<file path="src/rtl/vector_add_sched_if.sv">
// Command, input-row, adder and output-stream signals of vector_add_sched.
// Perf counter wires exist only when VADD_SCHED_PERF_EN is defined.
interface vector_add_sched_if #(
    parameter int DATA_WIDTH = 16,
    parameter int LENGTH     = 4,
    parameter int CNT_W      = 16
);
    localparam int VW = LENGTH * DATA_WIDTH;

    logic             cmd_valid;
    logic             cmd_ready;
    logic [CNT_W-1:0] cmd_rows;
    logic [VW-1:0]    cmd_bias;
    logic             in_valid;
    logic             in_ready;
    logic [VW-1:0]    in_x;
    logic             adder_en;
    logic [VW-1:0]    adder_x;
    logic [VW-1:0]    adder_bias;
    logic [VW-1:0]    adder_result;
    logic             out_valid;
    logic             out_ready;
    logic [VW-1:0]    out_data;
    logic             busy;
    logic             done;
`ifdef VADD_SCHED_PERF_EN
    logic [31:0]      perf_stall_cnt;
    logic [31:0]      perf_busy_cnt;
`endif

    modport master (
        output cmd_valid, cmd_rows, cmd_bias, in_valid, in_x, adder_result, out_ready,
        input  cmd_ready, in_ready, adder_en, adder_x, adder_bias, out_valid, out_data, busy, done
`ifdef VADD_SCHED_PERF_EN
        , input perf_stall_cnt, perf_busy_cnt
`endif
    );

    modport slave (
        input  cmd_valid, cmd_rows, cmd_bias, in_valid, in_x, adder_result, out_ready,
        output cmd_ready, in_ready, adder_en, adder_x, adder_bias, out_valid, out_data, busy, done
`ifdef VADD_SCHED_PERF_EN
        , output perf_stall_cnt, perf_busy_cnt
`endif
    );
endinterface

</file>
<file path="src/rtl/vector_add_sched.sv">
// Bias-add sequencer: streams rows into a fixed-latency vector adder, credit-protects the output FIFO.
// Optional perf counters under macro VADD_SCHED_PERF_EN.
module vector_add_sched #(
    parameter int DATA_WIDTH = 16,
    parameter int LENGTH     = 4,
    parameter int ADD_LAT    = 3,
    parameter int OUT_DEPTH  = 4,
    parameter int CNT_W      = 16
) (
    input  logic clk,
    input  logic reset,
    vector_add_sched_if.slave bus
);
    localparam int PW = $clog2(OUT_DEPTH);
    localparam int CW = $clog2(OUT_DEPTH + 1);

    typedef enum logic [1:0] {IDLE, RUN, DRAIN, DONE} state_t;

    state_t                              state, state_nxt;
    logic [CNT_W-1:0]                    rows, issued_cnt, retired_cnt;
    logic [LENGTH-1:0][DATA_WIDTH-1:0]   bias_q, x_q;
    // bit 0 marks the operand register, bits 1..ADD_LAT the adder stages
    logic [ADD_LAT:0]                    vld_pipe;
    logic [CW-1:0]                       inflight, fifo_count;
    logic [OUT_DEPTH-1:0][LENGTH-1:0][DATA_WIDTH-1:0] mem;
    logic [PW-1:0]                       wr_ptr, rd_ptr;
    logic                                adv, accept, in_rdy, issue, retire, pop, credit_ok;

    assign adv       = (state == RUN) || (state == DRAIN);
    assign accept    = (state == IDLE) && bus.cmd_valid;
    assign credit_ok = ({1'b0, inflight} + {1'b0, fifo_count}) < (CW+1)'(OUT_DEPTH);
    assign in_rdy    = (state == RUN) && (issued_cnt < rows) && credit_ok;
    assign issue     = in_rdy && bus.in_valid;
    assign retire    = adv && vld_pipe[ADD_LAT];
    assign pop       = bus.out_valid && bus.out_ready;

    assign bus.cmd_ready  = (state == IDLE);
    assign bus.in_ready   = in_rdy;
    assign bus.adder_en   = adv;
    assign bus.adder_x    = x_q;
    assign bus.adder_bias = bias_q;
    assign bus.out_valid  = (fifo_count != '0);
    assign bus.out_data   = mem[rd_ptr];
    assign bus.busy       = adv;
    assign bus.done       = (state == DONE);

    always_comb begin
        state_nxt = state;
        case (state)
            IDLE:  if (accept) state_nxt = (bus.cmd_rows == '0) ? DONE : RUN;
            RUN:   if (issue && (issued_cnt + CNT_W'(1)) == rows) state_nxt = DRAIN;
            DRAIN: if (retired_cnt == rows && inflight == '0 && fifo_count == '0) state_nxt = DONE;
            DONE:  state_nxt = IDLE;
            default: state_nxt = IDLE;
        endcase
    end

    always_ff @(posedge clk or negedge reset) begin
        if (!reset) state <= IDLE;
        else        state <= state_nxt;
    end

    always_ff @(posedge clk or negedge reset) begin
        if (!reset) begin
            rows        <= '0;
            issued_cnt  <= '0;
            retired_cnt <= '0;
            bias_q      <= '0;
            x_q         <= '0;
            vld_pipe    <= '0;
            inflight    <= '0;
        end else begin
            if (accept) begin
                rows        <= bus.cmd_rows;
                bias_q      <= bus.cmd_bias;
                issued_cnt  <= '0;
                retired_cnt <= '0;
            end else begin
                if (issue)  issued_cnt  <= issued_cnt + CNT_W'(1);
                if (retire) retired_cnt <= retired_cnt + CNT_W'(1);
            end
            if (issue) x_q      <= bus.in_x;
            if (adv)   vld_pipe <= {vld_pipe[ADD_LAT-1:0], issue};
            inflight <= inflight + CW'(issue) - CW'(retire);
        end
    end

    // Output FIFO: written by the retiring pipeline slot, registered head (no fall-through)
    always_ff @(posedge clk or negedge reset) begin
        if (!reset) begin
            wr_ptr     <= '0;
            rd_ptr     <= '0;
            fifo_count <= '0;
        end else begin
            if (retire) wr_ptr <= (wr_ptr == PW'(OUT_DEPTH-1)) ? '0 : wr_ptr + PW'(1);
            if (pop)    rd_ptr <= (rd_ptr == PW'(OUT_DEPTH-1)) ? '0 : rd_ptr + PW'(1);
            fifo_count <= fifo_count + CW'(retire) - CW'(pop);
        end
    end

    always_ff @(posedge clk) begin
        if (retire) mem[wr_ptr] <= bus.adder_result;
    end

    a_no_overflow: assert property (@(posedge clk) disable iff (!reset)
        !(retire && fifo_count == CW'(OUT_DEPTH)));

`ifdef VADD_SCHED_PERF_EN
    logic [31:0] stall_q, busyc_q;

    always_ff @(posedge clk or negedge reset) begin
        if (!reset) begin
            stall_q <= '0;
            busyc_q <= '0;
        end else if (accept) begin
            stall_q <= '0;
            busyc_q <= '0;
        end else begin
            if (state == RUN && bus.in_valid && !in_rdy && stall_q != '1) stall_q <= stall_q + 32'd1;
            if (adv && busyc_q != '1) busyc_q <= busyc_q + 32'd1;
        end
    end

    assign bus.perf_stall_cnt = stall_q;
    assign bus.perf_busy_cnt  = busyc_q;
`endif
endmodule
</file>
<file path="src/flat_wrapper.sv">
// flat-port wrapper written by rule: the top's interface ports become plain ports
module vector_add_sched_flat 
#(
    parameter int DATA_WIDTH = 16,
    parameter int LENGTH     = 4,
    parameter int ADD_LAT    = 3,
    parameter int OUT_DEPTH  = 4,
    parameter int CNT_W      = 16
)
  (clk, reset, bus_cmd_valid, bus_cmd_rows, bus_cmd_bias, bus_in_valid, bus_in_x, bus_adder_result, bus_out_ready, bus_cmd_ready, bus_in_ready, bus_adder_en, bus_adder_x, bus_adder_bias, bus_out_valid, bus_out_data, bus_busy, bus_done);
  vector_add_sched_if #(.DATA_WIDTH(DATA_WIDTH), .LENGTH(LENGTH), .CNT_W(CNT_W)) bus_i ();
  input  logic clk;
  input  logic reset;
  input wire logic [$bits(bus_i.cmd_valid)-1:0] bus_cmd_valid;
  input wire logic [$bits(bus_i.cmd_rows)-1:0] bus_cmd_rows;
  input wire logic [$bits(bus_i.cmd_bias)-1:0] bus_cmd_bias;
  input wire logic [$bits(bus_i.in_valid)-1:0] bus_in_valid;
  input wire logic [$bits(bus_i.in_x)-1:0] bus_in_x;
  input wire logic [$bits(bus_i.adder_result)-1:0] bus_adder_result;
  input wire logic [$bits(bus_i.out_ready)-1:0] bus_out_ready;
  output wire logic [$bits(bus_i.cmd_ready)-1:0] bus_cmd_ready;
  output wire logic [$bits(bus_i.in_ready)-1:0] bus_in_ready;
  output wire logic [$bits(bus_i.adder_en)-1:0] bus_adder_en;
  output wire logic [$bits(bus_i.adder_x)-1:0] bus_adder_x;
  output wire logic [$bits(bus_i.adder_bias)-1:0] bus_adder_bias;
  output wire logic [$bits(bus_i.out_valid)-1:0] bus_out_valid;
  output wire logic [$bits(bus_i.out_data)-1:0] bus_out_data;
  output wire logic [$bits(bus_i.busy)-1:0] bus_busy;
  output wire logic [$bits(bus_i.done)-1:0] bus_done;
  assign bus_i.cmd_valid = bus_cmd_valid;
  assign bus_i.cmd_rows = bus_cmd_rows;
  assign bus_i.cmd_bias = bus_cmd_bias;
  assign bus_i.in_valid = bus_in_valid;
  assign bus_i.in_x = bus_in_x;
  assign bus_i.adder_result = bus_adder_result;
  assign bus_i.out_ready = bus_out_ready;
  assign bus_cmd_ready = bus_i.cmd_ready;
  assign bus_in_ready = bus_i.in_ready;
  assign bus_adder_en = bus_i.adder_en;
  assign bus_adder_x = bus_i.adder_x;
  assign bus_adder_bias = bus_i.adder_bias;
  assign bus_out_valid = bus_i.out_valid;
  assign bus_out_data = bus_i.out_data;
  assign bus_busy = bus_i.busy;
  assign bus_done = bus_i.done;
  vector_add_sched #(.DATA_WIDTH(DATA_WIDTH), .LENGTH(LENGTH), .ADD_LAT(ADD_LAT), .OUT_DEPTH(OUT_DEPTH), .CNT_W(CNT_W)) u_core (.clk(clk), .reset(reset), .bus(bus_i));
endmodule
</file>
<file path="config.mk">
export PLATFORM = sky130hd
export DESIGN_NAME = vector_add_sched_flat
export DESIGN_NICKNAME = d
export VERILOG_FILES = /design/src/rtl/vector_add_sched_if.sv /design/src/rtl/vector_add_sched.sv /design/src/flat_wrapper.sv
export SDC_FILE = /design/constraint.sdc
export NUM_CORES = 1
export LEC_CHECK = 0
export ABC_AREA = 0
export CAP_MARGIN = 40
export CORE_ASPECT_RATIO = 1.4
export CORE_MARGIN = 2
export CORE_UTILIZATION = 56
export CTS_BUF_LIST = sky130_fd_sc_hd__clkbuf_8
export DETAILED_ROUTE_END_ITERATION = 10
export HOLD_SLACK_MARGIN = 0.08
export PLACE_DENSITY = 0.88
export SETUP_SLACK_MARGIN = 0.2
export SKIP_LAST_GASP = 1
export SYNTH_ARGS = -nofsm -noshare
export SYNTH_HDL_FRONTEND = slang
export SYNTH_SLANG_ARGS = --single-unit
export TNS_END_PERCENT = 50
</file>
<file path="constraint.sdc">
create_clock -name clk -period 5.8 [get_ports clk]
set_input_delay 0.87 -clock clk [delete_from_list [all_inputs] [get_ports clk]]
set_output_delay 0.87 -clock clk [all_outputs]
set_load 0.05 [all_outputs]
</file>
## Word level (Yosys, flattened, before mapping)

Cells that the tools add are included.
Widths: inputs -> output; s select.

| storage, ports and cells | value |
|---|---|
| register bits after elaboration | 448 |
| input bits | 213 |
| output and inout bits | 198 |
| word-level logic and storage cells | 92 |

| operators by class | value |
|---|---|
| add/subtract/negate cells | 9 |
| order comparisons | 5 |
| eq/ne operators | 10 |
| multiplexer cells | 16 |
| reduce and logical (&&, ||, !) cells | 19 |

Operators with widths:

| cell | count |
|---|---|
| $bwmux 256 | 1 |
| $bmux 64 s2 | 1 |
| $demux 64 s2 | 1 |
| $mux 64 | 2 |
| $mux 16 | 4 |
| $add 16x1->16 const B | 2 |
| $eq 16x16->1 | 2 |
| $logic_not 16->1 | 1 |
| $lt 16x16->1 | 1 |
| $mux 2 | 6 |
| $logic_and 1x1->1 | 10 |
| $eq 2x2->1 const B | 4 |
| $pmux 2 s4 | 1 |
| $add 3x1->3 | 2 |
| $logic_not 3->1 | 2 |
| $lt 2x3->1 const B | 2 |
| $sub 3x1->3 | 2 |
| $add 2x1->2 const B | 2 |
| $add 3x3->4 | 1 |
| $lt 4x3->1 const B | 1 |
| $ne 2x2->1 const B | 2 |
| $reduce_bool 2->1 | 2 |
| $reduce_and 3->1 | 1 |
| $reduce_bool 3->1 | 1 |
| other kinds (5) | 5 |

## Logic depth before layout (Yosys ltp)

Gate-level depths: netlist (run 1).

| logic depth | value |
|---|---|
| depth in word-level cells | 7 |
| depth in mapped cells | 15 |
| depth with buffers taken out | 13 |

## Least setup slack after synthesis (run 1)

Ideal clock, no wire load.

| timing | value |
|---|---|
| path kind | register to register |
| start | register u_core.state[0] |
| end | register u_core.mem[0] (netlist bit) (enable) |
| arrival time | 2954 ps |
| required time | 5371 ps |
| path slack | 2417 ps |
| cell stages (with the launch flop) | 5 |
| buffers on the path | 1 |
| cells stage by stage | dfrtp_1 -> inv_1 -> ha_1 -> clkbuf_1 -> and3_1 |

| on the way | value |
|---|---|
| word-level cells in the longest chain between the ends | 3 |

RTL lines:

| what | line | source |
|---|---|---|
| start: declaration | vector_add_sched.sv:19 | `state_t state, state_nxt;` |
| start signal: assignment | vector_add_sched.sv:60 | `else state <= state_nxt;` |
| $eq 2x1->1 or $eq 2x2->1 (tied branches) | vector_add_sched.sv:29 | `assign adv = (state == RUN) \|\| (state == DRAIN);` |
| $logic_or 1x1->1 * | vector_add_sched.sv:29 |  |
| via bus_adder_en | flat_wrapper.sv:23 | `output wire logic [$bits(bus_i.adder_en)-1:0] bus_adder_en;` |
| $logic_and 1x1->1 * | vector_add_sched.sv:34 | `assign retire = adv && vld_pipe[ADD_LAT];` |
| end signal: indexed assignment | vector_add_sched.sv:102 | `if (retire) mem[wr_ptr] <= bus.adder_result;` |
| end: declaration | vector_add_sched.sv:25 | `logic [OUT_DEPTH-1:0][LENGTH-1:0][DATA_WIDTH-1:0] mem;` |

The timed path passes the listed nets; every way through them passes the cells marked *.
A chain may end at the register's enable or synchronous reset.

## Worst setup path in the final report (run 1)

| timing | value |
|---|---|
| start | register u_core.issued_cnt[11] |
| end | output port bus_in_ready |

| on the way | value |
|---|---|
| word-level cells in the longest chain between the ends | 3 |

RTL lines:

| what | line | source |
|---|---|---|
| start: declaration | vector_add_sched.sv:20 | `logic [CNT_W-1:0] rows, issued_cnt, retired_cnt;` |
| start signal: assignment | vector_add_sched.sv:79 | `if (issue) issued_cnt <= issued_cnt + CNT_W'(1);` |
| $lt 16x16->1 | vector_add_sched.sv:32 | `assign in_rdy = (state == RUN) && (issued_cnt < rows) && credit_ok;` |
| $logic_and 1x1->1 (2 in a row) | vector_add_sched.sv:32 |  |
| end: declaration | flat_wrapper.sv:22 | `output wire logic [$bits(bus_i.in_ready)-1:0] bus_in_ready;` |

Every way passes these cells.

==> results of run 1 <==
-- where the power goes --
group	leakage, nW	switching, mW	total, mW	internal, mW
combinational	4.32	3.90	6.00	2.11
clock	0.712	1.19	2.37	1.19
sequential	4.75	0.411	4.36	3.95
-- cell type report --
| class | instances | share of cell area |
|---|---|---|
| timing repair buffer | 427 | 0.1816 |
| clock buffer | 75 | 0.04282 |
| clock inverter | 43 | 0.007942 |
| inverter | 35 | 0.005450 |
| tap | 400 | 0.02076 |
| antenna | 13 | 0.001350 |
| sequential | 448 | 0.5185 |
| multi-input combinational | 796 | 0.2216 |
-- cell usage in the layout, fill, tap and decap left out, drive strengths merged, types with 3 or more instances in the layout --
cell,n
clkinvlp,3
ha,33
nor2,41
nor3,11
a21oi,15
o31ai,3
nand4,18
and2,5
mux2,6
diode,13
or3,4
dfrtp,192
buf,18
nor4,9
and4,3
nand3b,3
mux4,64
o211ai,3
xnor2,18
clkbuf,75
nand2,429
a21o,3
and3,12
a31oi,4
clkinv,14
edfxtp,256
xor2,45
o21ai,22
clkdlybuf4s50,409
nand3,19
inv,61
or4,4
-- kinds of logic after synthesis --
| kind of cell | synth area share |
|---|---|
| flops | 0.6852 |
| fa+ha+maj | 0.02485 |
| buf+inv | 0.02327 |
| mux | 0.08298 |
| simple gates | 0.1305 |
| xor+xnor | 0.03027 |
| compound gates | 0.02286 |
-- worst reg2reg max path: cells and delay by family (launching register included) --
family                   cells  cell delay [ns]
AO/OA/AOI/OAI                3             0.59
adder cells (fa/ha/maj)      1             0.27
buffers and inverters        3             0.77
flip-flops                   1             0.42
AND/OR/NAND/NOR              4             1.21
-- stage by stage --
stage / setup slack (ns) / area (sq um) / cells / hold WS, ns / utilization
3_5_place_dp: 1.997 / 22850 / 2106 / 0.4620 / 0.7094
4_1_cts: 1.314 / 24070 / 2224 / 0.2024 / 0.7474
2_1_floorplan: 2.417 / 18230 / 1341 / 0.4750 / -
5_1_grt: 1.181 / 24090 / 2232 / 0.2336 / 0.7481
3_3_place_gp: 2.045 / 22640 / 2098 / 0.4562 / 0.7031
6_report: 1.337 / 24100 / 2237 / 0.1995 / 0.7484
-- flip-flops by register name, summed over array words and instances (netlist names) --
register,count
u_core.mem,256
u_core.bus.adder_bias,64
u_core.bus.adder_x,64
u_core.issued_cnt,16
u_core.retired_cnt,16
u_core.rows,16
u_core.vld_pipe,4
u_core.fifo_count,3
u_core.inflight,3
u_core.rd_ptr,2
u_core.state,2
u_core.wr_ptr,2
-- per-layer routing --
| layer | global-route usage | wire (um) | vias to the layer above |
|---|---|---|---|
| met5 | 0 | 0 | - |
| met4 | 0.1089 | 1416 | 0 |
| met3 | 0.07731 | 3888 | 97 |
| met1 | 0.3124 | 16220 | 6105 |
| li1 | - | - | 5586 |
| met2 | 0.4698 | 23610 | 563 |
-- worst min-delay path by stage --
| stage | cells after the start | slack [ns] | to |
|---|---|---|---|
| 2_1_floorplan | 1 | 0.47 | u_core.vld_pipe[0] |
| 3_3_place_gp | 2 | 0.46 | u_core.bus.adder_bias[15] |
| 3_5_place_dp | 2 | 0.46 | u_core.bus.adder_bias[58] |
| 4_1_cts | 1 | 0.20 | u_core.bus.adder_x[54] |
| 5_1_grt | 1 | 0.23 | u_core.bus.adder_x[61] |
| 6_report | 1 | 0.20 | u_core.bus.adder_x[54] |
==> impl_metrics.prom, run 1 <==
# TYPE chip_impl_metric gauge
chip_impl_metric{name="grt_start_max_net_pins",unit=""} 91
chip_impl_metric{name="htree_levels",unit=""} 3
chip_impl_metric{name="floorplan.io_pins",unit=""} 411
chip_impl_info{name="synthFlopType",value="edfxtp_1"} 1
chip_impl_metric{name="design.die.area",unit="sq um"} 34030
chip_impl_metric{name="tritoncts_buffer_count",unit=""} 67
chip_impl_metric{name="postSynth.asyncResetShare",unit=""} 0.4286
chip_impl_metric{name="clk_pin_slew_worst_paths",unit="ns"} 0.07
chip_impl_info{name="rsz0062_at_grt",value="false"} 1
chip_impl_metric{name="post_cts.resized_instances",unit=""} 0
chip_impl_metric{name="floorplan.core_area",unit="sq um"} 32210
chip_impl_info{name="setup.worst_path.class",value="reg2out"} 1
chip_impl_metric{name="drv.max_cap_violation_count",unit=""} 0
chip_impl_metric{name="crit_required",unit="ns"} 4.93
chip_impl_metric{name="io_buffers",unit=""} 410
chip_impl_metric{name="tns",unit="ns"} 0
chip_impl_metric{name="synth_seq_cells",unit=""} 448
chip_impl_metric{name="final_weighted_congestion_in_routability_driven_placement",unit=""} 0.9816
chip_impl_metric{name="post_synth_num_cell_types",unit=""} 59
chip_impl_info{name="hold_class",value="in2async"} 1
chip_impl_metric{name="final_number_of_hold_violating_endpoints",unit=""} 0
chip_impl_metric{name="initial_utilization",unit=""} 0.5660
chip_impl_metric{name="initialDrtViolationCount",unit=""} 968
chip_impl_metric{name="synth-edff-count",unit=""} 256
chip_impl_metric{name="fmaxAchievable",unit="MHz"} 224.1
chip_impl_info{name="run_status",value="finished, final reports clean"} 1
chip_impl_info{name="synthTopCellsByArea",value="edfxtp_1, dfrtp_1, nand2_1, mux4_2, ha_1"} 1
chip_impl_metric{name="static-leakage-power",unit="nW"} 9.790
chip_impl_metric{name="fin_skew",unit="ns"} 0.03413
chip_impl_metric{name="layout-drive-gt1-share",unit=""} 0.1069
chip_impl_info{name="path_delay_family",value="buffers and inverters"} 1
chip_impl_metric{name="ff_to_ff_setup_slack",unit="ns"} 2.43
chip_impl_metric{name="reg2reg_depth",unit=""} 11
chip_impl_metric{name="tot_pwr",unit="mW"} 12.74
chip_impl_metric{name="cts_hold_buffers",unit=""} 0
chip_impl_info{name="critical_path.cell_chain",value="ha_1, a21oi_1, o21ai_0, a2111oi_0, a211o_1, buf_4, and2_1, clkdlybuf4s50_1"} 1
chip_impl_metric{name="synth.avg_cell_area",unit="sq um"} 13.59
chip_impl_metric{name="critPathBufInv",unit=""} 2
chip_impl_info{name="synth_largest_area_cell",value="edfxtp_1"} 1
chip_impl_metric{name="routed-via-count",unit=""} 12350
chip_impl_info{name="cp_capture_type",value="output port"} 1
chip_impl_metric{name="fillCellCount",unit=""} 1946
chip_impl_metric{name="antenna_violations_before_repair",unit=""} 8
chip_impl_metric{name="area_of_the_multi_input_gates",unit="sq um"} 5341
chip_impl_metric{name="clk-insertion-delay-late",unit="ns"} 0.63
chip_impl_metric{name="postCtsSetupBuffers",unit=""} 0
chip_impl_info{name="startpoint_type",value="flip-flop"} 1
chip_impl_metric{name="clock_path_buffers",unit=""} 3
chip_impl_metric{name="power.ir.vdd_worst",unit="mV"} 0.4420
chip_impl_metric{name="worst_slew_pin_slew",unit="ns"} 0.9308
chip_impl_info{name="reg2reg_from",value="u_core.state[1]"} 1
chip_impl_metric{name="die_width",unit="um"} 156.5
chip_impl_metric{name="number_of_nets_still_failing_antenna_checks_after_routing",unit=""} 0
chip_impl_metric{name="setup_viol",unit=""} 0
chip_impl_metric{name="detail_route.wl_per_cell",unit="um"} 20.18
chip_impl_metric{name="cp_max_fo",unit=""} 17
chip_impl_metric{name="detail_route.drc_violations",unit=""} 0
chip_impl_info{name="cell_with_the_biggest_individual_delay_on_the_critical_path",value="clkdlybuf4s50_1"} 1
chip_impl_metric{name="num-nets-final",unit=""} 2023
chip_impl_info{name="worst_setup_path_endpoint",value="bus_in_ready"} 1
chip_impl_metric{name="power_density",unit="nW/um^2"} 528.5
chip_impl_metric{name="maxSlewViolCount",unit=""} 0
chip_impl_metric{name="grt-ovfl-total",unit=""} 0
chip_impl_info{name="synthMostInstantiatedCell",value="nand2_1"} 1
chip_impl_metric{name="row_count",unit=""} 78
chip_impl_info{name="cts_tree",value="yes"} 1
chip_impl_metric{name="worstPathArrival",unit="ns"} 3.59
chip_impl_metric{name="tritoncts_num_sinks",unit=""} 448
chip_impl_metric{name="syn-instance-count",unit=""} 1341
chip_impl_metric{name="dp_hpwl",unit="um"} 31140
chip_impl_metric{name="cpPeakStageDelay",unit="ns"} 0.83
chip_impl_metric{name="yosys.area.top_type_share",unit=""} 0.4217
chip_impl_metric{name="ys_seq_area_frac",unit=""} 0.6852
chip_impl_metric{name="routed_via_count_divided_by_cell_count",unit=""} 5.521
chip_impl_metric{name="period_minus_slack",unit="ns"} 4.463
chip_impl_metric{name="syn_to_final_growth",unit="%"} 32.22
chip_impl_metric{name="seq_area",unit="sq um"} 12500
chip_impl_metric{name="grt_pass1_wl",unit="um"} 70080
chip_impl_metric{name="worst-path-stages",unit=""} 8
chip_impl_info{name="r2r-end",value="u_core.state[0]"} 1
chip_impl_metric{name="finalWirelength",unit="um"} 45130
chip_impl_info{name="root_buf_cell",value="clkbuf_8"} 1
chip_impl_metric{name="layout_worst_path_cycle_share",unit=""} 0.7694
chip_impl_metric{name="maxSlewHeadroom",unit=""} 0.3795
chip_impl_metric{name="syn-cell-area",unit="sq um"} 18230
chip_impl_info{name="ys_top_cells_by_count",value="nand2_1, edfxtp_1, dfrtp_1, mux4_2, xor2_1"} 1
chip_impl_metric{name="ys.warnings.count",unit=""} 0
chip_impl_metric{name="die_h",unit="um"} 217.5
chip_impl_metric{name="synthesis.nets",unit=""} 1589
chip_impl_metric{name="number_of_global_route_vias_before_repair",unit=""} 13080
chip_impl_info{name="cp-startpoint",value="u_core.issued_cnt[11]"} 1
chip_impl_metric{name="drt_pre_antenna_iters",unit=""} 5
chip_impl_metric{name="grt_usage",unit=""} 0.2692
No activity file was read; power rests on OpenSTA's default activity.
==> inputs of run 2 (changes only) <==
--- a/config.mk
+++ b/config.mk
@@ -9,11 +9,11 @@
 export CAP_MARGIN = 40
 export CORE_ASPECT_RATIO = 1.4
 export CORE_MARGIN = 2
-export CORE_UTILIZATION = 56
+export CORE_UTILIZATION = 52
 export CTS_BUF_LIST = sky130_fd_sc_hd__clkbuf_8
 export DETAILED_ROUTE_END_ITERATION = 10
 export HOLD_SLACK_MARGIN = 0.08
-export PLACE_DENSITY = 0.88
+export PLACE_DENSITY = 0.82
 export SETUP_SLACK_MARGIN = 0.2
 export SKIP_LAST_GASP = 1
 export SYNTH_ARGS = -nofsm -noshare
==> constraint.sdc (replaced) <==
create_clock -name clk -period 4.45 [get_ports clk]
set_input_delay 0.6675 -clock clk [delete_from_list [all_inputs] [get_ports clk]]
set_output_delay 0.6675 -clock clk [all_outputs]
set_load 0.05 [all_outputs]
==> run 2 against run 1 <==
Clock skew fell by 0.0097 ns. Cell count up 2.5%. Highest routed layer is now met5. Utilization down 4.8 points. Combinational power increased by 29%. Critical path type unchanged. Critical path depth down 1. Routed wire length decreased by 3.0%. Largest cell class unchanged. Sequential share of layout area fell by 0.49 points. Register-to-register slack got worse by 1.3 ns. Clock power grew 45%. Global-route usage fell by 2.6 points. Largest power group unchanged. Sequential cell count did not move.
==> impl_metrics.prom, run 2 (synthesized netlist as in run 1, its figures left out) <==
# TYPE chip_impl_metric gauge
chip_impl_metric{name="layout-drive-gt1-share",unit=""} 0.1138
chip_impl_metric{name="timing.final.ws_setup",unit="ns"} 0.3528
chip_impl_metric{name="static-leakage-power",unit="nW"} 9.883
chip_impl_metric{name="fmaxAchievable",unit="MHz"} 244.1
chip_impl_metric{name="routed-via-count",unit=""} 12120
chip_impl_metric{name="cpPeakStageDelay",unit="ns"} 0.83
chip_impl_metric{name="total_switching_power",unit="mW"} 7.159
chip_impl_metric{name="tritoncts_buffer_count",unit=""} 69
chip_impl_metric{name="use_met1",unit=""} 0.2782
chip_impl_metric{name="clkPwrFrac",unit=""} 0.203
chip_impl_metric{name="period_minus_slack",unit="ns"} 4.097
chip_impl_metric{name="antenna_violations_before_repair",unit=""} 3
chip_impl_metric{name="fin_skew",unit="ns"} 0.02439
chip_impl_metric{name="initialDrtViolationCount",unit=""} 829
chip_impl_metric{name="cp_max_fo",unit=""} 5
chip_impl_metric{name="die_h",unit="um"} 225.5
chip_impl_info{name="setup.worst_path.class",value="reg2out"} 1
chip_impl_metric{name="initial_utilization",unit=""} 0.5244
chip_impl_metric{name="syn_to_final_growth",unit="%"} 33.49
chip_impl_metric{name="maxSlewViolCount",unit=""} 0
chip_impl_metric{name="final_standard_cell_utilization_of_the_core",unit=""} 0.7001
chip_impl_metric{name="layout_worst_path_cycle_share",unit=""} 0.9207
chip_impl_info{name="run_status",value="finished, final reports clean"} 1
chip_impl_info{name="startpoint_type",value="flip-flop"} 1
chip_impl_metric{name="crit_required",unit="ns"} 3.78
chip_impl_info{name="mostFrequentLayoutCell",value="nand2_1"} 1
chip_impl_metric{name="clk_pin_slew_worst_paths",unit="ns"} 0.06
chip_impl_metric{name="grt_start_max_net_pins",unit=""} 88
chip_impl_metric{name="number_of_global_route_vias_before_repair",unit=""} 12900
chip_impl_metric{name="floorplan.core_area",unit="sq um"} 34760
chip_impl_info{name="cp_capture_type",value="output port"} 1
chip_impl_metric{name="worst_slew_pin_slew",unit="ns"} 0.7724
chip_impl_metric{name="number_of_nets_still_failing_antenna_checks_after_routing",unit=""} 0
chip_impl_info{name="path_delay_family",value="compound AO/OA/AOI/OAI gates"} 1
chip_impl_metric{name="tot_pwr",unit="mW"} 16.91
chip_impl_info{name="rsz0062_at_grt",value="false"} 1
chip_impl_metric{name="htree_levels",unit=""} 3
chip_impl_info{name="max_flop_register",value="u_core.mem"} 1
chip_impl_metric{name="maxSlewHeadroom",unit=""} 0.4850
chip_impl_metric{name="power.ir.vdd_worst",unit="mV"} 0.5681
chip_impl_metric{name="floorplan.io_pins",unit=""} 411
chip_impl_metric{name="clock_path_buffers",unit=""} 3
chip_impl_metric{name="netSwitchingFraction",unit=""} 0.4234
chip_impl_metric{name="routed_via_count_divided_by_cell_count",unit=""} 5.281
chip_impl_metric{name="drt_pre_antenna_iters",unit=""} 8
chip_impl_metric{name="dp_hpwl",unit="um"} 29920
chip_impl_metric{name="finalWirelength",unit="um"} 43780
chip_impl_metric{name="drv.max_cap_violation_count",unit=""} 0
chip_impl_metric{name="cell_internal_pwr",unit="mW"} 9.749
chip_impl_metric{name="row_count",unit=""} 81
chip_impl_info{name="cts_tree",value="yes"} 1
chip_impl_metric{name="met3_usage",unit=""} 0.06717
chip_impl_metric{name="grt_pass1_wl",unit="um"} 68530
chip_impl_metric{name="setup_viol",unit=""} 0
chip_impl_metric{name="max_ffs_per_register",unit=""} 256
chip_impl_metric{name="sequentialPowerShare",unit=""} 0.341
chip_impl_info{name="global_route.peak_usage_layer",value="met2"} 1
chip_impl_metric{name="postCtsSetupBuffers",unit=""} 0
chip_impl_metric{name="worstPathArrival",unit="ns"} 3.43
chip_impl_metric{name="tns",unit="ns"} 0
chip_impl_metric{name="power_density",unit="nW/um^2"} 694.8
chip_impl_metric{name="detail_route.drc_violations",unit=""} 0
chip_impl_metric{name="grt-ovfl-total",unit=""} 0
chip_impl_metric{name="tritoncts_num_sinks",unit=""} 448
chip_impl_metric{name="post-place-ws",unit="ns"} 0.9589
chip_impl_metric{name="die_width",unit="um"} 162.2
chip_impl_metric{name="design.die.area",unit="sq um"} 36590
chip_impl_metric{name="final_weighted_congestion_in_routability_driven_placement",unit=""} 0.9589
chip_impl_metric{name="io_buffers",unit=""} 410
chip_impl_metric{name="num-nets-final",unit=""} 2030
chip_impl_metric{name="grt_usage",unit=""} 0.2435
chip_impl_metric{name="p_comb_frac",unit=""} 0.457
chip_impl_info{name="layout.cells.most_common_list",value="nand2_1, clkdlybuf4s50_1, edfxtp_1"} 1
chip_impl_metric{name="use_met2",unit=""} 0.4298
chip_impl_metric{name="final_number_of_hold_violating_endpoints",unit=""} 0
chip_impl_info{name="root_buf_cell",value="clkbuf_8"} 1
chip_impl_info{name="cell_with_the_biggest_individual_delay_on_the_critical_path",value="clkdlybuf4s50_1"} 1
chip_impl_info{name="critical_path.cell_chain",value="ha_1, a21oi_1, o21ai_0, a2111oi_0, a211o_1, and2_1, clkdlybuf4s50_1"} 1
chip_impl_metric{name="clk-insertion-delay-late",unit="ns"} 0.62
chip_impl_info{name="hold_class",value="reg2reg"} 1
chip_impl_metric{name="critPathBufInv",unit=""} 1
chip_impl_metric{name="detail_route.wl_per_cell",unit="um"} 19.08
run 2: power by group through the flow:
stage | Clock (mW) | Sequential, mW | Combinational [mW]
after floorplan | 0 | 7.43 | 3.46
after detailed placement | 0 | 5.83 | 7.76
after global routing | 3.67 | 5.86 | 8.17
after CTS | 3.52 | 5.77 | 7.79
after global placement | 0 | 5.79 | 7.62
final | 3.43 | 5.76 | 7.72
run 2: area by class of cell:
cell class                 instances  area (sq um)
sequential                       448         12500
fill                            2305         10430
multi-input combinational        796          5341
timing repair buffer             432          4400
clock buffer                      79          1087
tap                              456         570.5
clock inverter                    46         302.8
inverter                          35         131.4
antenna                            2         5.005
run 2: worst reg2reg max path, stage by stage, from the launching register on:
cell and delay [ns]:
dfrtp_1 0.45, ha_1 0.35, a21oi_1 0.14, o21ai_0 0.14, a2111oi_0 0.50, a211o_1 0.27
buf_4 0.27, nand2_2 0.09, inv_2 0.06, buf_4 0.54, o221ai_1 0.23, nor3_1 0.17
run 2: timing repair:
item / CTS / global route
hold endpoints to repair: 26 / 0
setup endpoints to repair: 0 / 0
resized for setup: 0 / 0
hold buffers: 1 / 0
run 2: path summary, 6_finish.rpt:
kind                                           startpoint                         to  slack, ns  cells past startpoint
worst max-delay path                 u_core.issued_cnt[9]               bus_in_ready       0.35                      7
max in group asynchronous                           reset     u_core.bus.adder_x[18]       2.69                      4
min in group asynchronous                           reset  u_core.bus.adder_bias[47]       0.51                      2
worst max register to register       u_core.issued_cnt[9]            u_core.state[1]       1.15                     11
worst min register to register  u_core.bus.adder_bias[59]  u_core.bus.adder_bias[59]       0.47                      2
worst min-delay path            u_core.bus.adder_bias[59]  u_core.bus.adder_bias[59]       0.47                      2
run 2: routing by layer:
layer | vias up | part of all wire
met5 | - | 0.00030
met1 | 5942 | 0.37
met3 | 83 | 0.078
li1 | 5589 | -
met2 | 499 | 0.52
met4 | 2 | 0.031
run 2: through the flow:
stage	hold slack [ns]	cell area, sq um	std cells
finish	0.4714	24340	2294
global route	0.4928	24330	2293
CTS	0.4764	24330	2292
detailed placement	0.4611	22930	2166
global placement	0.4561	22770	2160
floorplan	0.3719	18230	1341
==> inputs of run 3 (changes only) <==
--- a/config.mk
+++ b/config.mk
@@ -7,7 +7,7 @@
 export LEC_CHECK = 0
 export ABC_AREA = 0
 export CAP_MARGIN = 40
-export CORE_ASPECT_RATIO = 1.4
+export CORE_ASPECT_RATIO = 0.9
 export CORE_MARGIN = 2
 export CORE_UTILIZATION = 52
 export CTS_BUF_LIST = sky130_fd_sc_hd__clkbuf_8
==> run 3 against run 2 <==
Die area about the same. Non-clock buffer count is 3 lower. Register-to-register slack improved by 0.12 ns. Cell count grew 0.96%. Routed wire length up 10%. Design area down 0.36%. Hold slack lost 0.31 ns. Utilization is 0.34 points lower.
==> impl_metrics.prom, run 3 (synthesized netlist as in run 1, its figures left out) <==
# TYPE chip_impl_metric gauge
chip_impl_metric{name="power_density",unit="nW/um^2"} 698.6
chip_impl_metric{name="htree_levels",unit=""} 3
chip_impl_metric{name="worstPathArrival",unit="ns"} 3.31
chip_impl_metric{name="period_minus_slack",unit="ns"} 3.982
chip_impl_metric{name="initialDrtViolationCount",unit=""} 934
chip_impl_metric{name="fmaxAchievable",unit="MHz"} 251.2
chip_impl_metric{name="design.die.area",unit="sq um"} 36570
chip_impl_info{name="reg2reg_from",value="u_core.issued_cnt[11]"} 1
chip_impl_metric{name="detail_route.drc_violations",unit=""} 0
chip_impl_info{name="run_status",value="finished, final reports clean"} 1
chip_impl_info{name="rsz0062_at_grt",value="false"} 1
chip_impl_metric{name="final_number_of_hold_violating_endpoints",unit=""} 0
chip_impl_info{name="root_buf_cell",value="clkbuf_8"} 1
chip_impl_metric{name="dp_hpwl",unit="um"} 32990
chip_impl_metric{name="die_width",unit="um"} 201.4
chip_impl_metric{name="reg2reg_depth",unit=""} 11
chip_impl_metric{name="row_count",unit=""} 65
chip_impl_metric{name="grt-ovfl-total",unit=""} 0
chip_impl_metric{name="fin_skew",unit="ns"} 0.02962
chip_impl_metric{name="layout.cell_area.non_filler",unit="sq um"} 24250
chip_impl_metric{name="static-leakage-power",unit="nW"} 9.856
chip_impl_metric{name="initial_utilization",unit=""} 0.5237
chip_impl_metric{name="cp_max_fo",unit=""} 5
chip_impl_metric{name="clk_pin_slew_worst_paths",unit="ns"} 0.06
chip_impl_metric{name="post_placement_cell_area",unit="sq um"} 22860
chip_impl_info{name="hold_class",value="in2async"} 1
chip_impl_metric{name="grt_usage",unit=""} 0.2638
chip_impl_metric{name="number_of_global_route_vias_before_repair",unit=""} 12950
chip_impl_metric{name="tot_pwr",unit="mW"} 16.94
chip_impl_metric{name="routed_via_count_divided_by_cell_count",unit=""} 5.335
chip_impl_metric{name="worst_slew_pin_slew",unit="ns"} 0.8715
chip_impl_metric{name="syn_to_final_growth",unit="%"} 33.01
chip_impl_info{name="cp_capture_type",value="output port"} 1
chip_impl_metric{name="detail_route.wl_per_cell",unit="um"} 20.79
chip_impl_metric{name="clk-insertion-delay-late",unit="ns"} 0.60
chip_impl_metric{name="tritoncts_buffer_count",unit=""} 72
chip_impl_metric{name="clock_path_buffers",unit=""} 3
chip_impl_metric{name="layout_worst_path_cycle_share",unit=""} 0.8947
chip_impl_metric{name="die_h",unit="um"} 181.6
chip_impl_info{name="max_flop_register",value="u_core.mem"} 1
chip_impl_metric{name="grt_start_max_net_pins",unit=""} 108
chip_impl_metric{name="drt_pre_antenna_iters",unit=""} 5
chip_impl_info{name="layout.cells.most_common_list",value="nand2_1, clkdlybuf4s50_1, edfxtp_1"} 1
chip_impl_metric{name="num-nets-final",unit=""} 2030
chip_impl_info{name="startpoint_type",value="flip-flop"} 1
chip_impl_metric{name="antenna_violations_before_repair",unit=""} 15
chip_impl_metric{name="maxSlewViolCount",unit=""} 0
chip_impl_metric{name="floorplan.core_area",unit="sq um"} 34810
chip_impl_metric{name="layout-drive-gt1-share",unit=""} 0.1106
chip_impl_metric{name="cts_hold_buffers",unit=""} 0
chip_impl_info{name="mostFrequentLayoutCell",value="nand2_1"} 1
chip_impl_metric{name="ff_to_ff_setup_slack",unit="ns"} 1.27
chip_impl_metric{name="final_standard_cell_utilization_of_the_core",unit=""} 0.6966
chip_impl_metric{name="tritoncts_num_sinks",unit=""} 448
chip_impl_metric{name="power.ir.vdd_worst",unit="mV"} 0.6504
chip_impl_metric{name="setup_viol",unit=""} 0
chip_impl_metric{name="floorplan.io_pins",unit=""} 411
chip_impl_info{name="cts_tree",value="yes"} 1
chip_impl_info{name="setup.worst_path.class",value="reg2out"} 1
chip_impl_metric{name="maxSlewHeadroom",unit=""} 0.4190
chip_impl_metric{name="max_ffs_per_register",unit=""} 256
chip_impl_info{name="r2r-end",value="u_core.state[0]"} 1
chip_impl_metric{name="io_buffers",unit=""} 410
chip_impl_metric{name="number_of_nets_still_failing_antenna_checks_after_routing",unit=""} 0
chip_impl_metric{name="grt_pass1_wl",unit="um"} 73640
chip_impl_metric{name="crit_required",unit="ns"} 3.78
chip_impl_metric{name="routed-via-count",unit=""} 12360
chip_impl_metric{name="final_weighted_congestion_in_routability_driven_placement",unit=""} 0.8845
chip_impl_metric{name="tns",unit="ns"} 0
chip_impl_metric{name="postCtsSetupBuffers",unit=""} 0
chip_impl_metric{name="post_cts.resized_instances",unit=""} 0
chip_impl_metric{name="drv.max_cap_violation_count",unit=""} 0
chip_impl_metric{name="finalWirelength",unit="um"} 48140
[run 3: worst max path at each step]
stage | start | to | slack (ns) | cells after the start
CTS | u_core.issued_cnt[11] | bus_in_ready | 0.42 | 7
detailed placement | u_core.issued_cnt[11] | bus_in_ready | 1.07 | 7
global route | u_core.issued_cnt[11] | bus_in_ready | 0.33 | 7
finish | u_core.issued_cnt[11] | bus_in_ready | 0.47 | 7
floorplan | u_core.state[0] | u_core.mem[0] | 1.07 | 4
global placement | u_core.issued_cnt[11] | bus_in_ready | 1.10 | 7
[run 3: power by group]
group | leakage [nW] | total [mW] | internal, mW | switching, mW
sequential | 4.75 | 5.77 | 5.15 | 0.624
combinational | 4.31 | 7.81 | 2.72 | 5.09
clock | 0.787 | 3.36 | 1.73 | 1.62
total | 9.86 | 16.9 | 9.60 | 7.34
[run 3: cell type report]
| class | instances | area (sq um) |
|---|---|---|
| Sequential cell | 448 | 12500 |
| Timing Repair Buffer | 429 | 4320 |
| Antenna cell | 12 | 30.03 |
| Inverter | 35 | 131.4 |
| Tap cell | 469 | 586.8 |
| Fill cell | 2360 | 10560 |
| Clock buffer | 77 | 1060 |
| Multi-Input combinational cell | 796 | 5326 |
| Clock inverter | 50 | 296.5 |
[run 3: layer usage]
metal	global-route usage	up-vias	wire [um]
met5	0	-	43
met4	0.1153	6	1610
met3	0.07897	91	4282
met2	0.4284	557	23720
met1	0.3315	6095	18490
li1	-	5608	-
[run 3: critical path, stage by stage (launching register included)]
cell	delay, ns
dfrtp_1	0.44
ha_1	0.36
a21oi_1	0.15
o21ai_0	0.13
a2111oi_0	0.40
a211o_1	0.26
and2_1	0.15
clkdlybuf4s50_1	0.83
[run 3: metrics by stage]
step	worst slack [ns]	hold WS [ns]	cells
after floorplan	1.067	0.3719	1341
after global placement	1.102	0.4569	2176
after detailed placement	1.075	0.4613	2177
after CTS	0.4234	0.1905	2304
after global routing	0.3317	0.2258	2316
final	0.4684	0.1656	2316
